$ cat src/rtl/scan_chain_driver_if.sv
// ---------------------------------------------------------------------------
// scan_chain_driver_if
//  Bundles every non-clock, non-reset signal of scan_chain_driver.
//  Host side : Start, WrData/WrValid/WrReady, RdData/RdValid/RdReady,
//              Busy, Done, Err
//  Chain side: ScanOut (to datapath SDI), ScanIn (from datapath SDO), Test
//  Modports:
//   slave  - the scan chain driver itself
//   master - whatever drives the host bus and models the chain (e.g. a bench)
// ---------------------------------------------------------------------------
interface scan_chain_driver_if;
    logic        Start;
    logic [15:0] WrData;
    logic        WrValid;
    logic        WrReady;
    logic [15:0] RdData;
    logic        RdValid;
    logic        RdReady;
    logic        ScanOut;
    logic        ScanIn;
    logic        Test;
    logic        Busy;
    logic        Done;
    logic        Err;

    modport slave (
        input  Start, WrData, WrValid, RdReady, ScanIn,
        output WrReady, RdData, RdValid, ScanOut, Test, Busy, Done, Err
    );

    modport master (
        output Start, WrData, WrValid, RdReady, ScanIn,
        input  WrReady, RdData, RdValid, ScanOut, Test, Busy, Done, Err
    );
endinterface

$ cat src/rtl/scan_chain_driver.sv
// ---------------------------------------------------------------------------
// scan_chain_driver
//  Tester-side driver for a datapath scan chain of CHAIN_LEN flops. The host
//  writes the chain image as 16-bit words (bit 0 shifted first); the block
//  shifts it in on consecutive clocks and hands back the unloaded chain
//  contents as 16-bit words (bit 0 captured first). Once shifting starts it
//  never pauses, so a late write word (underrun) or an unread capture word
//  (overrun) aborts the scan with the sticky Err flag.
//  Ports:
//   Clock  - system clock, all state on the rising edge
//   nReset - asynchronous active-low reset
//   bus    - scan_chain_driver_if.slave (host handshakes, chain pins, status)
//  Every output is taken straight from a flop.
// ---------------------------------------------------------------------------
module scan_chain_driver #(
    parameter int CHAIN_LEN = 64
) (
    input  logic                 Clock,
    input  logic                 nReset,
    scan_chain_driver_if.slave   bus
);

    localparam int WORDS = (CHAIN_LEN + 15) / 16;
    localparam int BL_W  = $clog2(CHAIN_LEN + 1);
    localparam int WF_W  = $clog2(WORDS + 1);

    localparam logic [BL_W-1:0] BL_INIT = BL_W'(CHAIN_LEN);
    localparam logic [BL_W-1:0] BL_ONE  = BL_W'(1);
    localparam logic [BL_W-1:0] BL_ZERO = BL_W'(0);
    localparam logic [WF_W-1:0] WF_INIT = WF_W'(WORDS);
    localparam logic [WF_W-1:0] WF_ONE  = WF_W'(1);
    localparam logic [WF_W-1:0] WF_ZERO = WF_W'(0);

    typedef enum logic [1:0] {
        ST_IDLE  = 2'd0,
        ST_PRIME = 2'd1,
        ST_SHIFT = 2'd2,
        ST_DRAIN = 2'd3
    } state_t;

    // Registered state
    state_t            state_r;
    logic [15:0]       tx_shift_r;
    logic [15:0]       tx_buf_r;
    logic              tx_full_r;
    logic [15:0]       rx_shift_r;
    logic [15:0]       rd_data_r;
    logic              rd_valid_r;
    logic [3:0]        bit_cnt_r;
    logic [BL_W-1:0]   bits_left_r;
    logic [WF_W-1:0]   words_left_r;
    logic              err_r;
    logic              done_r;
    logic              test_r;
    logic              scan_out_r;
    logic              busy_r;
    logic              wr_ready_r;

    // Next-state values
    state_t            state_s;
    logic [15:0]       tx_shift_s;
    logic [15:0]       tx_buf_s;
    logic              tx_full_s;
    logic [15:0]       rx_shift_s;
    logic [15:0]       rd_data_s;
    logic              rd_valid_s;
    logic [3:0]        bit_cnt_s;
    logic [BL_W-1:0]   bits_left_s;
    logic [WF_W-1:0]   words_left_s;
    logic              err_s;
    logic              done_s;
    logic              test_s;
    logic              scan_out_s;
    logic              busy_s;
    logic              wr_ready_s;

    // Helpers
    logic              wr_xfer_s;
    logic              rd_xfer_s;
    logic              last_bit_s;
    logic              boundary_s;
    logic              overrun_s;
    logic              underrun_s;
    logic [15:0]       rx_bits_s;

    // Next-state and next-output logic for the whole block
    always_comb begin
        state_s      = state_r;
        tx_shift_s   = tx_shift_r;
        tx_buf_s     = tx_buf_r;
        tx_full_s    = tx_full_r;
        rx_shift_s   = rx_shift_r;
        rd_data_s    = rd_data_r;
        rd_valid_s   = rd_valid_r;
        bit_cnt_s    = bit_cnt_r;
        bits_left_s  = bits_left_r;
        words_left_s = words_left_r;
        err_s        = err_r;
        done_s       = 1'b0;

        wr_xfer_s    = bus.WrValid & wr_ready_r;
        rd_xfer_s    = rd_valid_r & bus.RdReady;
        last_bit_s   = (bits_left_r == BL_ONE);
        boundary_s   = (bit_cnt_r == 4'd15) || last_bit_s;
        // A read hand-off on the boundary edge frees rxBuf in time.
        overrun_s    = rd_valid_r & ~bus.RdReady;
        underrun_s   = ~last_bit_s & ~tx_full_r;
        rx_bits_s    = rx_shift_r;
        rx_bits_s[bit_cnt_r] = bus.ScanIn;

        // Host write into the one-word transmit buffer
        if (wr_xfer_s) begin
            tx_buf_s     = bus.WrData;
            tx_full_s    = 1'b1;
            words_left_s = words_left_r - WF_ONE;
        end else begin
            tx_buf_s     = tx_buf_r;
        end

        // Host read out of the receive buffer
        if (rd_xfer_s) begin
            rd_valid_s = 1'b0;
        end else begin
            rd_valid_s = rd_valid_r;
        end

        case (state_r)
            ST_IDLE: begin
                if (bus.Start) begin
                    state_s      = ST_PRIME;
                    err_s        = 1'b0;
                    bits_left_s  = BL_INIT;
                    words_left_s = WF_INIT;
                    bit_cnt_s    = 4'd0;
                    rx_shift_s   = 16'h0000;
                    tx_full_s    = 1'b0;
                end else begin
                    state_s = ST_IDLE;
                end
            end

            ST_PRIME: begin
                if (tx_full_r) begin
                    state_s    = ST_SHIFT;
                    tx_shift_s = tx_buf_r;
                    tx_full_s  = 1'b0;
                end else begin
                    state_s = ST_PRIME;
                end
            end

            ST_SHIFT: begin
                tx_shift_s  = {1'b0, tx_shift_r[15:1]};
                rx_shift_s  = rx_bits_s;
                bit_cnt_s   = bit_cnt_r + 4'd1;
                bits_left_s = bits_left_r - BL_ONE;
                if (boundary_s) begin
                    if (overrun_s || underrun_s) begin
                        // Abort: everything captured so far is thrown away.
                        state_s      = ST_IDLE;
                        err_s        = 1'b1;
                        rd_valid_s   = 1'b0;
                        rd_data_s    = 16'h0000;
                        tx_full_s    = 1'b0;
                        tx_shift_s   = 16'h0000;
                        rx_shift_s   = 16'h0000;
                        bit_cnt_s    = 4'd0;
                        bits_left_s  = BL_ZERO;
                        words_left_s = WF_ZERO;
                    end else begin
                        // rx_shift is cleared per word, so a short last word
                        // comes out zero-padded.
                        rd_data_s  = rx_bits_s;
                        rd_valid_s = 1'b1;
                        rx_shift_s = 16'h0000;
                        bit_cnt_s  = 4'd0;
                        if (!last_bit_s) begin
                            state_s    = ST_SHIFT;
                            tx_shift_s = tx_buf_r;
                            // A write landing on this edge refills the buffer.
                            tx_full_s  = wr_xfer_s;
                        end else begin
                            state_s = ST_DRAIN;
                        end
                    end
                end else begin
                    state_s = ST_SHIFT;
                end
            end

            ST_DRAIN: begin
                if (rd_xfer_s) begin
                    state_s = ST_IDLE;
                    done_s  = 1'b1;
                end else begin
                    state_s = ST_DRAIN;
                end
            end

            default: begin
                state_s = ST_IDLE;
            end
        endcase

        // Outputs are precomputed from the next state so they leave flops.
        test_s     = (state_s == ST_SHIFT);
        scan_out_s = test_s & tx_shift_s[0];
        busy_s     = (state_s != ST_IDLE);
        wr_ready_s = ~tx_full_s && (words_left_s != WF_ZERO) &&
                     ((state_s == ST_PRIME) || (state_s == ST_SHIFT));
    end

    // State and output registers; reset clears everything asynchronously
    always_ff @(posedge Clock or negedge nReset) begin
        if (!nReset) begin
            state_r      <= ST_IDLE;
            tx_shift_r   <= 16'h0000;
            tx_buf_r     <= 16'h0000;
            tx_full_r    <= 1'b0;
            rx_shift_r   <= 16'h0000;
            rd_data_r    <= 16'h0000;
            rd_valid_r   <= 1'b0;
            bit_cnt_r    <= 4'd0;
            bits_left_r  <= BL_ZERO;
            words_left_r <= WF_ZERO;
            err_r        <= 1'b0;
            done_r       <= 1'b0;
            test_r       <= 1'b0;
            scan_out_r   <= 1'b0;
            busy_r       <= 1'b0;
            wr_ready_r   <= 1'b0;
        end else begin
            state_r      <= state_s;
            tx_shift_r   <= tx_shift_s;
            tx_buf_r     <= tx_buf_s;
            tx_full_r    <= tx_full_s;
            rx_shift_r   <= rx_shift_s;
            rd_data_r    <= rd_data_s;
            rd_valid_r   <= rd_valid_s;
            bit_cnt_r    <= bit_cnt_s;
            bits_left_r  <= bits_left_s;
            words_left_r <= words_left_s;
            err_r        <= err_s;
            done_r       <= done_s;
            test_r       <= test_s;
            scan_out_r   <= scan_out_s;
            busy_r       <= busy_s;
            wr_ready_r   <= wr_ready_s;
        end
    end

    assign bus.WrReady = wr_ready_r;
    assign bus.RdData  = rd_data_r;
    assign bus.RdValid = rd_valid_r;
    assign bus.ScanOut = scan_out_r;
    assign bus.Test    = test_r;
    assign bus.Busy    = busy_r;
    assign bus.Done    = done_r;
    assign bus.Err     = err_r;

endmodule

$ cat src/flat_wrapper.sv
// flat-port wrapper written by rule: the top's interface ports become plain ports
module scan_chain_driver_flat 
#(
    parameter int CHAIN_LEN = 64
)
  (Clock, nReset, bus_Start, bus_WrData, bus_WrValid, bus_RdReady, bus_ScanIn, bus_WrReady, bus_RdData, bus_RdValid, bus_ScanOut, bus_Test, bus_Busy, bus_Done, bus_Err);
  scan_chain_driver_if bus_i ();
  input  logic Clock;
  input  logic nReset;
  input wire logic [$bits(bus_i.Start)-1:0] bus_Start;
  input wire logic [$bits(bus_i.WrData)-1:0] bus_WrData;
  input wire logic [$bits(bus_i.WrValid)-1:0] bus_WrValid;
  input wire logic [$bits(bus_i.RdReady)-1:0] bus_RdReady;
  input wire logic [$bits(bus_i.ScanIn)-1:0] bus_ScanIn;
  output wire logic [$bits(bus_i.WrReady)-1:0] bus_WrReady;
  output wire logic [$bits(bus_i.RdData)-1:0] bus_RdData;
  output wire logic [$bits(bus_i.RdValid)-1:0] bus_RdValid;
  output wire logic [$bits(bus_i.ScanOut)-1:0] bus_ScanOut;
  output wire logic [$bits(bus_i.Test)-1:0] bus_Test;
  output wire logic [$bits(bus_i.Busy)-1:0] bus_Busy;
  output wire logic [$bits(bus_i.Done)-1:0] bus_Done;
  output wire logic [$bits(bus_i.Err)-1:0] bus_Err;
  assign bus_i.Start = bus_Start;
  assign bus_i.WrData = bus_WrData;
  assign bus_i.WrValid = bus_WrValid;
  assign bus_i.RdReady = bus_RdReady;
  assign bus_i.ScanIn = bus_ScanIn;
  assign bus_WrReady = bus_i.WrReady;
  assign bus_RdData = bus_i.RdData;
  assign bus_RdValid = bus_i.RdValid;
  assign bus_ScanOut = bus_i.ScanOut;
  assign bus_Test = bus_i.Test;
  assign bus_Busy = bus_i.Busy;
  assign bus_Done = bus_i.Done;
  assign bus_Err = bus_i.Err;
  scan_chain_driver #(.CHAIN_LEN(CHAIN_LEN)) u_core (.Clock(Clock), .nReset(nReset), .bus(bus_i));
endmodule
$ cat config.mk
export PLATFORM = sky130hd
export DESIGN_NAME = scan_chain_driver_flat
export DESIGN_NICKNAME = d
export VERILOG_FILES = /design/src/rtl/scan_chain_driver_if.sv /design/src/rtl/scan_chain_driver.sv /design/src/flat_wrapper.sv
export SDC_FILE = /design/constraint.sdc
export NUM_CORES = 1
export LEC_CHECK = 0
export ABC_AREA = 1
export ABC_CLOCK_PERIOD_IN_PS = 2100
export CAP_MARGIN = 20
export CORE_MARGIN = 1
export CORE_UTILIZATION = 55
export CTS_BUF_LIST = sky130_fd_sc_hd__clkbuf_4 sky130_fd_sc_hd__clkbuf_8 sky130_fd_sc_hd__clkbuf_16
export DETAILED_ROUTE_END_ITERATION = 10
export GPL_TIMING_DRIVEN = 0
export PLACE_DENSITY = 0.8
export SLEW_MARGIN = 25
export SYNTH_ARGS = -nofsm -noshare
export SYNTH_HDL_FRONTEND = slang
export SYNTH_SLANG_ARGS = --single-unit
$ cat constraint.sdc
create_clock -name Clock -period 2.1 [get_ports Clock]
set_input_delay 0.315 -clock Clock [delete_from_list [all_inputs] [get_ports Clock]]
set_output_delay 0.315 -clock Clock [all_outputs]
set_load 0.005 [all_outputs]
; Yosys cells after proc, flatten, opt, wreduce, memory -nomap -nowiden
; Cells that the tools add are included.
[word_totals]
n_memories = 0
latchBits = 0
elab_cells = 105
register_bits = 88
out_inout_bits = 23
mem_bits_rw = 0
rom_bits = 0
in_bits = 22
[op_classes]
n_bitwise = 9
n_div = 0
muxes = 48
n_addsub = 3
reduce_logical = 15
eq_ne = 11
n_lt_le_gt_ge = 2
mul = 0
shift = 0
[ops]
columns = cell, count
row1 = $mux W16, 7
row2 = $pmux W16 S2, 2
row3 = $mux W7, 3
row4 = $mux W1, 18
row5 = $bwmux W16, 1
row6 = $pmux W7 S2, 1
row7 = $mux W3, 4
row8 = $mux W2, 4
row9 = $mux W4, 2
row10 = $pmux W2 S4, 1
row11 = $pmux W4 S2, 1
row12 = $eq A7 B1 Y1 const B, 1
row13 = $sub A7 B1 Y7 const B, 1
row14 = $eq A2 B2 Y1 const B, 3
row15 = $ne A2 B1 Y1 const B, 3
row16 = $pmux W3 S2, 1
row17 = $reduce_and A2 Y1, 3
row18 = $reduce_bool A2 Y1, 3
row19 = $and A1 B1 Y1, 5
row20 = $lt A4 B5 Y1 const B, 1
row21 = $add A4 B1 Y4 const B, 1
row22 = $demux W1 S4, 1
row23 = $eq A2 B1 Y1 const B, 2
row24 = $eq A4 B4 Y1 const B, 1
row25 = other kinds (11), 18

; Depth between registers and ports, before layout
; Gate-level depths: netlist (run 1).
[depth]
ltp_word = 10
ltp_mapped = 15
mapped_depth_nobuf = 15

; Worst setup path before layout (run 1)
; OpenSTA, ideal clock, no wires.
[synth_timing]
path_type = register to register
from = register u_core.bits_left_r[1]
to = register u_core.wr_ready_r, in the netlist u_core.bus.WrReady
arrival_time_ns = 1.745
t_required_ns = 1.984
period_less_slack_ns = 1.861
path_stages_with_launch = 15
path_buffers = 0
setup_slack_ns = 0.239
setup_ns = 0.116
path_cell_list = dfrtp_1 > inv_1 > ha_1 > inv_2 > nor2_1 > nand3_4 > nand2_2 > nand3_1 > nand2_1 > nor2_1 > nand2_1 > nand2_1 > ha_1 > nand3_1 > nor2_1
[synth_via]
elab_chain_cells = 10
word_cells_on_any_way = 23
classes_between = eq/ne: 3 / mux: 11 / bitwise: 3 / reduce/logical: 6
[synth_lines]
columns = item, line
row1 = from (decl), scan_chain_driver.sv:50  ; logic [BL_W-1:0] bits_left_r;
row2 = from (signal assigned), scan_chain_driver.sv:241  ; bits_left_r <= bits_left_s;
row3 = $eq A7 B1 Y1 *, scan_chain_driver.sv:103  ; last_bit_s = (bits_left_r == BL_ONE);
row4 = $not A1 Y1, scan_chain_driver.sv:107  ; underrun_s = ~last_bit_s & ~tx_full_r;
row5 = $and A1 B1 Y1, scan_chain_driver.sv:107
row6 = $logic_or A1 B1 Y1, scan_chain_driver.sv:158  ; if (overrun_s || underrun_s) begin
row7 = "$mux W2, or another cell as far along", scan_chain_driver.sv:158
row8 = "$mux W2, or another cell as far along", scan_chain_driver.sv:157  ; if (boundary_s) begin
row9 = "$pmux W2 S4, or another cell as far along", scan_chain_driver.sv:127  ; case (state_r)
row10 = "$eq A2 B1 Y1, or another cell as far along", scan_chain_driver.sv:210  ; ((state_s == ST_PRIME) || (state_s == ST_SHIFT));
row11 = $logic_or A1 B1 Y1 or $logic_and A1 B1 Y1 (tied branches), "scan_chain_driver.sv:210, scan_chain_driver.sv:209"
row12 = $logic_and A1 B1 Y1 *, scan_chain_driver.sv:209  ; wr_ready_s = ~tx_full_s && (words_left_s != WF_ZERO) &&
row13 = via u_core.wr_ready_s, scan_chain_driver.sv:75  ; logic wr_ready_s;
row14 = to (signal assigned), scan_chain_driver.sv:248  ; wr_ready_r <= wr_ready_s;
row15 = to (decl), scan_chain_driver.sv:57  ; logic wr_ready_r;
; Mark *: on every way through the listed nets, which the timed path passes. The rest lies on a longest branch.
; A chain may end at the register's enable or synchronous reset.

; Final worst setup path (run 1)
; Same ends and word-level chain as after synthesis.

==> results_dict.tcl, run 1 <==
set metrics [dict create \
    grt_use_total_pct 23.2 \
    finalSetupViolations 0 \
    io_pins 45 \
    fin_tns_setup_ps 0 \
    critPathArrivalTime_ps 2220 \
    synth_warnings 0 \
    clkLatencyLatePin_ps 360 \
    htree_levels 3 \
    drtPass1Iterations 4 \
    cts.path.max_buffers 2 \
    viasPerCell 5.14 \
    drc 0 \
    grt_max_degree 62 \
    antenna_left 0 \
    syn_inst 522 \
    syn_area_um2 4410 \
    max-cap-violations 0 \
    r2r-start "u_core.bits_left_r[1]$_DFFE_PN0P_" \
    hold_ws_ps 385 \
    rsz0062_at_grt "false" \
    fin_skew_ps 8.55 \
    worst_ep_required_time_ps 2390 \
    diodes 0 \
    grt_pass1_wl_um 15400 \
    dieArea_um2 8390 \
    synth-seq-cells 88 \
    gp_congestion 0.873 \
    rows 32 \
    ys.flop_type "dfrtp_1" \
    die_h_um 91.6 \
    die_x_um 91.6 \
    dpl_worst_slack_ps 39.1 \
    synth_top_area_share_pct 49.9 \
    nets 614 \
    synthesis.nets 557 \
    initialDrtViolationCount 150 \
    antenna_found_initial 0 \
    seq_area_frac_synth_pct 49.9 \
    first_global_vias 3400 \
    rr_endpoint "u_core.bus.WrReady$_DFF_PN0_" \
    relSlewSlack_pct 65.7 \
    finalWorstSetupSlack_ps 169 \
    hpwl_um 6340 \
    power_density_nw_per_um2 1110 \
    placedCellCount 668 \
    syn2layout_area_growth_pct 18.6 \
    hp-class "in -> async" \
    peakVddDrop_mv 0.696 \
    cp-start-kind "flip-flop" \
    start_util_pct 57.1 \
    drive_above_1_share_pct 14.2 \
    status "complete, no violations" \
    synthArstFlopShare_pct 100 \
    synth_cell_types 37 \
    fin_crit_ps 1930 \
    cts.reportedPaths.clkPinSlew_ps 90 \
    synth-edff-count 0 \
    core_um2 7730 \
    layoutNonFillerInstCount 686 \
    max_slew.worst_pin.slew_ps 514 \
    min_period_over_period_pct 92.0 \
    p_leak_nw 2.64 \
    wl_um 9000 \
    final_hold_viol_count 0 \
    gr-total-overflow 0 \
    r2r_setup_slack_ps 170 \
    vias 3524 \
    path_max_fanout 4 \
    fmax_mhz 518 \
    ctsRootBufferMaster "clkbuf_8" \
    port-buffer-count 43 \
    synth_area_leader_cell "dfrtp_1" \
    crit_type "reg -> reg" \
    tritoncts "yes" \
    cts_buffers 9 \
    r2r.worst_path.cells 14 \
    drv_slew 0 \
    synth_area_leaders "dfrtp_1, nand2_1, inv_1" \
    wl_per_cell_um 13.1 \
    crit_path_end_kind "flip-flop" \
    synth.avg_cell_area_um2 8.45 \
    cts.sinks 88 \
]
==> repair_timing <==
item / in CTS / in global routing
setup endpoints to repair: 0 / 2
hold buffers: 1 / 0
buffers inserted: 0 / 1
resized for setup: 0 / 6
endpoints found under the hold margin: 27 / 0
==> metal layers <==
layer	up-vias	part of all wire, %	global-route usage, %
met5	-	0	0
met4	0	1.3	8.47
met1	1677	46	30.8
met2	66	48	38.8
met3	8	3.7	3.27
li1	1773	-	-
==> synthesized netlist by cell type, types with 2 or more instances <==
cell type / count
buf_6: 3
o21ai_1: 3
nand2_2: 15
a31oi_1: 4
nand2_4: 6
nand3_4: 2
xor2_1: 4
nand2_1: 187
buf_4: 5
clkbuf_1: 6
nor2_4: 5
inv_1: 46
clkinv_1: 2
nor3_1: 3
ha_1: 13
o21ai_2: 9
inv_2: 5
o21ai_0: 18
o22ai_1: 9
o31ai_1: 9
a21oi_1: 19
nand3_1: 21
dfrtp_1: 88
nand4_1: 3
nor2_1: 25
==> layout make-up <==
cell class	instances	area, um^2
sequential	88	2200
clock buffer	11	145
inverter	54	205
clock inverter	5	56.3
fill	638	2490
buffer	17	124
tap	102	128
timing repair buffer	46	477
multi-input combinational	363	1900
==> worst max-delay path by stage <==
stage / start / endpoint / slack [ps] / cells past startpoint
after floorplan: u_core.bits_left_r[1]$_DFFE_PN0P_ / u_core.bus.WrReady$_DFF_PN0_ / 240 / 14
after global placement: nReset / u_core.tx_buf_r[10]$_DFFE_PN0P_ / -2430 / 1
after detailed placement: bus_RdReady / u_core.bus.WrReady$_DFF_PN0_ / 40 / 11
after CTS: u_core.bits_left_r[1]$_DFFE_PN0P_ / u_core.bus.WrReady$_DFF_PN0_ / 0.3 / 14
after global routing: u_core.state_r[0]$_DFF_PN0_ / u_core.bus.WrReady$_DFF_PN0_ / 6 / 13
final: u_core.bits_left_r[1]$_DFFE_PN0P_ / u_core.bus.WrReady$_DFF_PN0_ / 170 / 14
==> worst max-delay path: stages (launching register included) <==
cell and delay (ps):
dfrtp_1 380, inv_2 80, ha_2 190, inv_2 40
nor2_2 110, nand3_4 110, nand2_2 120, nand3_2 110
nand2_2 100, nor2_1 40, nand2_1 60, nand2_1 70
ha_1 280, nand3_1 70, nor2_1 120
==> cells in the final DEF (no fill, tap or decap), drive strengths merged, types with 5 or more instances in the layout <==
master | netlist | routed
o31ai | 9 | 9
nand3 | 24 | 24
nor2 | 30 | 30
buf | 10 | 13
clkdlybuf4s50 | 0 | 42
nand2 | 208 | 208
clkinv | 2 | 5
o21ai | 30 | 30
ha | 13 | 13
a21oi | 19 | 19
dfrtp | 88 | 88
clkbuf | 7 | 18
o22ai | 9 | 9
inv | 52 | 52
==> power breakdown <==
part | internal (mW) | total (mW) | switching [mW] | leakage, nW
Combinational | 0.812 | 2.15 | 1.34 | 1.45
Sequential | 2.14 | 2.44 | 0.302 | 1.09
Clock | 0.594 | 1.20 | 0.605 | 0.103
Total | 3.55 | 5.79 | 2.24 | 2.64
==> per-stage QoR <==
step / cell area (um^2) / total power, mW / utilization [%]
2_1_floorplan: 4410 / 3.96 / -
3_3_place_gp: 4970 / 4.49 / 64.3
3_5_place_dp: 5000 / 4.59 / 64.7
4_1_cts: 5210 / 5.81 / 67.4
5_1_grt: 5230 / 6.23 / 67.7
6_report: 5230 / 5.79 / 67.7
==> state kept, by name, indices dropped and copies added, names as in the netlist <==
| register | flops |
|---|---|
| u_core.bit_cnt_r | 4 |
| u_core.bits_left_r | 7 |
| u_core.bus.Busy | 1 |
| u_core.bus.Done | 1 |
| u_core.bus.Err | 1 |
| u_core.bus.RdData | 16 |
| u_core.bus.RdValid | 1 |
| u_core.bus.ScanOut | 1 |
| u_core.bus.Test | 1 |
| u_core.bus.WrReady | 1 |
| u_core.rx_shift_r | 16 |
| u_core.state_r | 2 |
| u_core.tx_buf_r | 16 |
| u_core.tx_full_r | 1 |
| u_core.tx_shift_r | 16 |
| u_core.words_left_r | 3 |
==> cells by family (layout without fill, tap and decap cells) <==
logic type	after synthesis	in the layout	synth area share, %
buf+inv	71	133	7.46
xor+xnor	4	4	0.794
fa+ha+maj	13	13	3.69
flops	88	88	49.9
compound gates	75	75	10.4
simple gates	271	271	27.7
Note: power is estimated with default switching activity, not from simulation.
==> inputs of run 2 (changes only) <==
- ABC_CLOCK_PERIOD_IN_PS: 2100 -> not set
- CORE_MARGIN: 1 -> not set
==> results of run 2 <==
Final layout, timing and power as in run 1 (identical DEF).
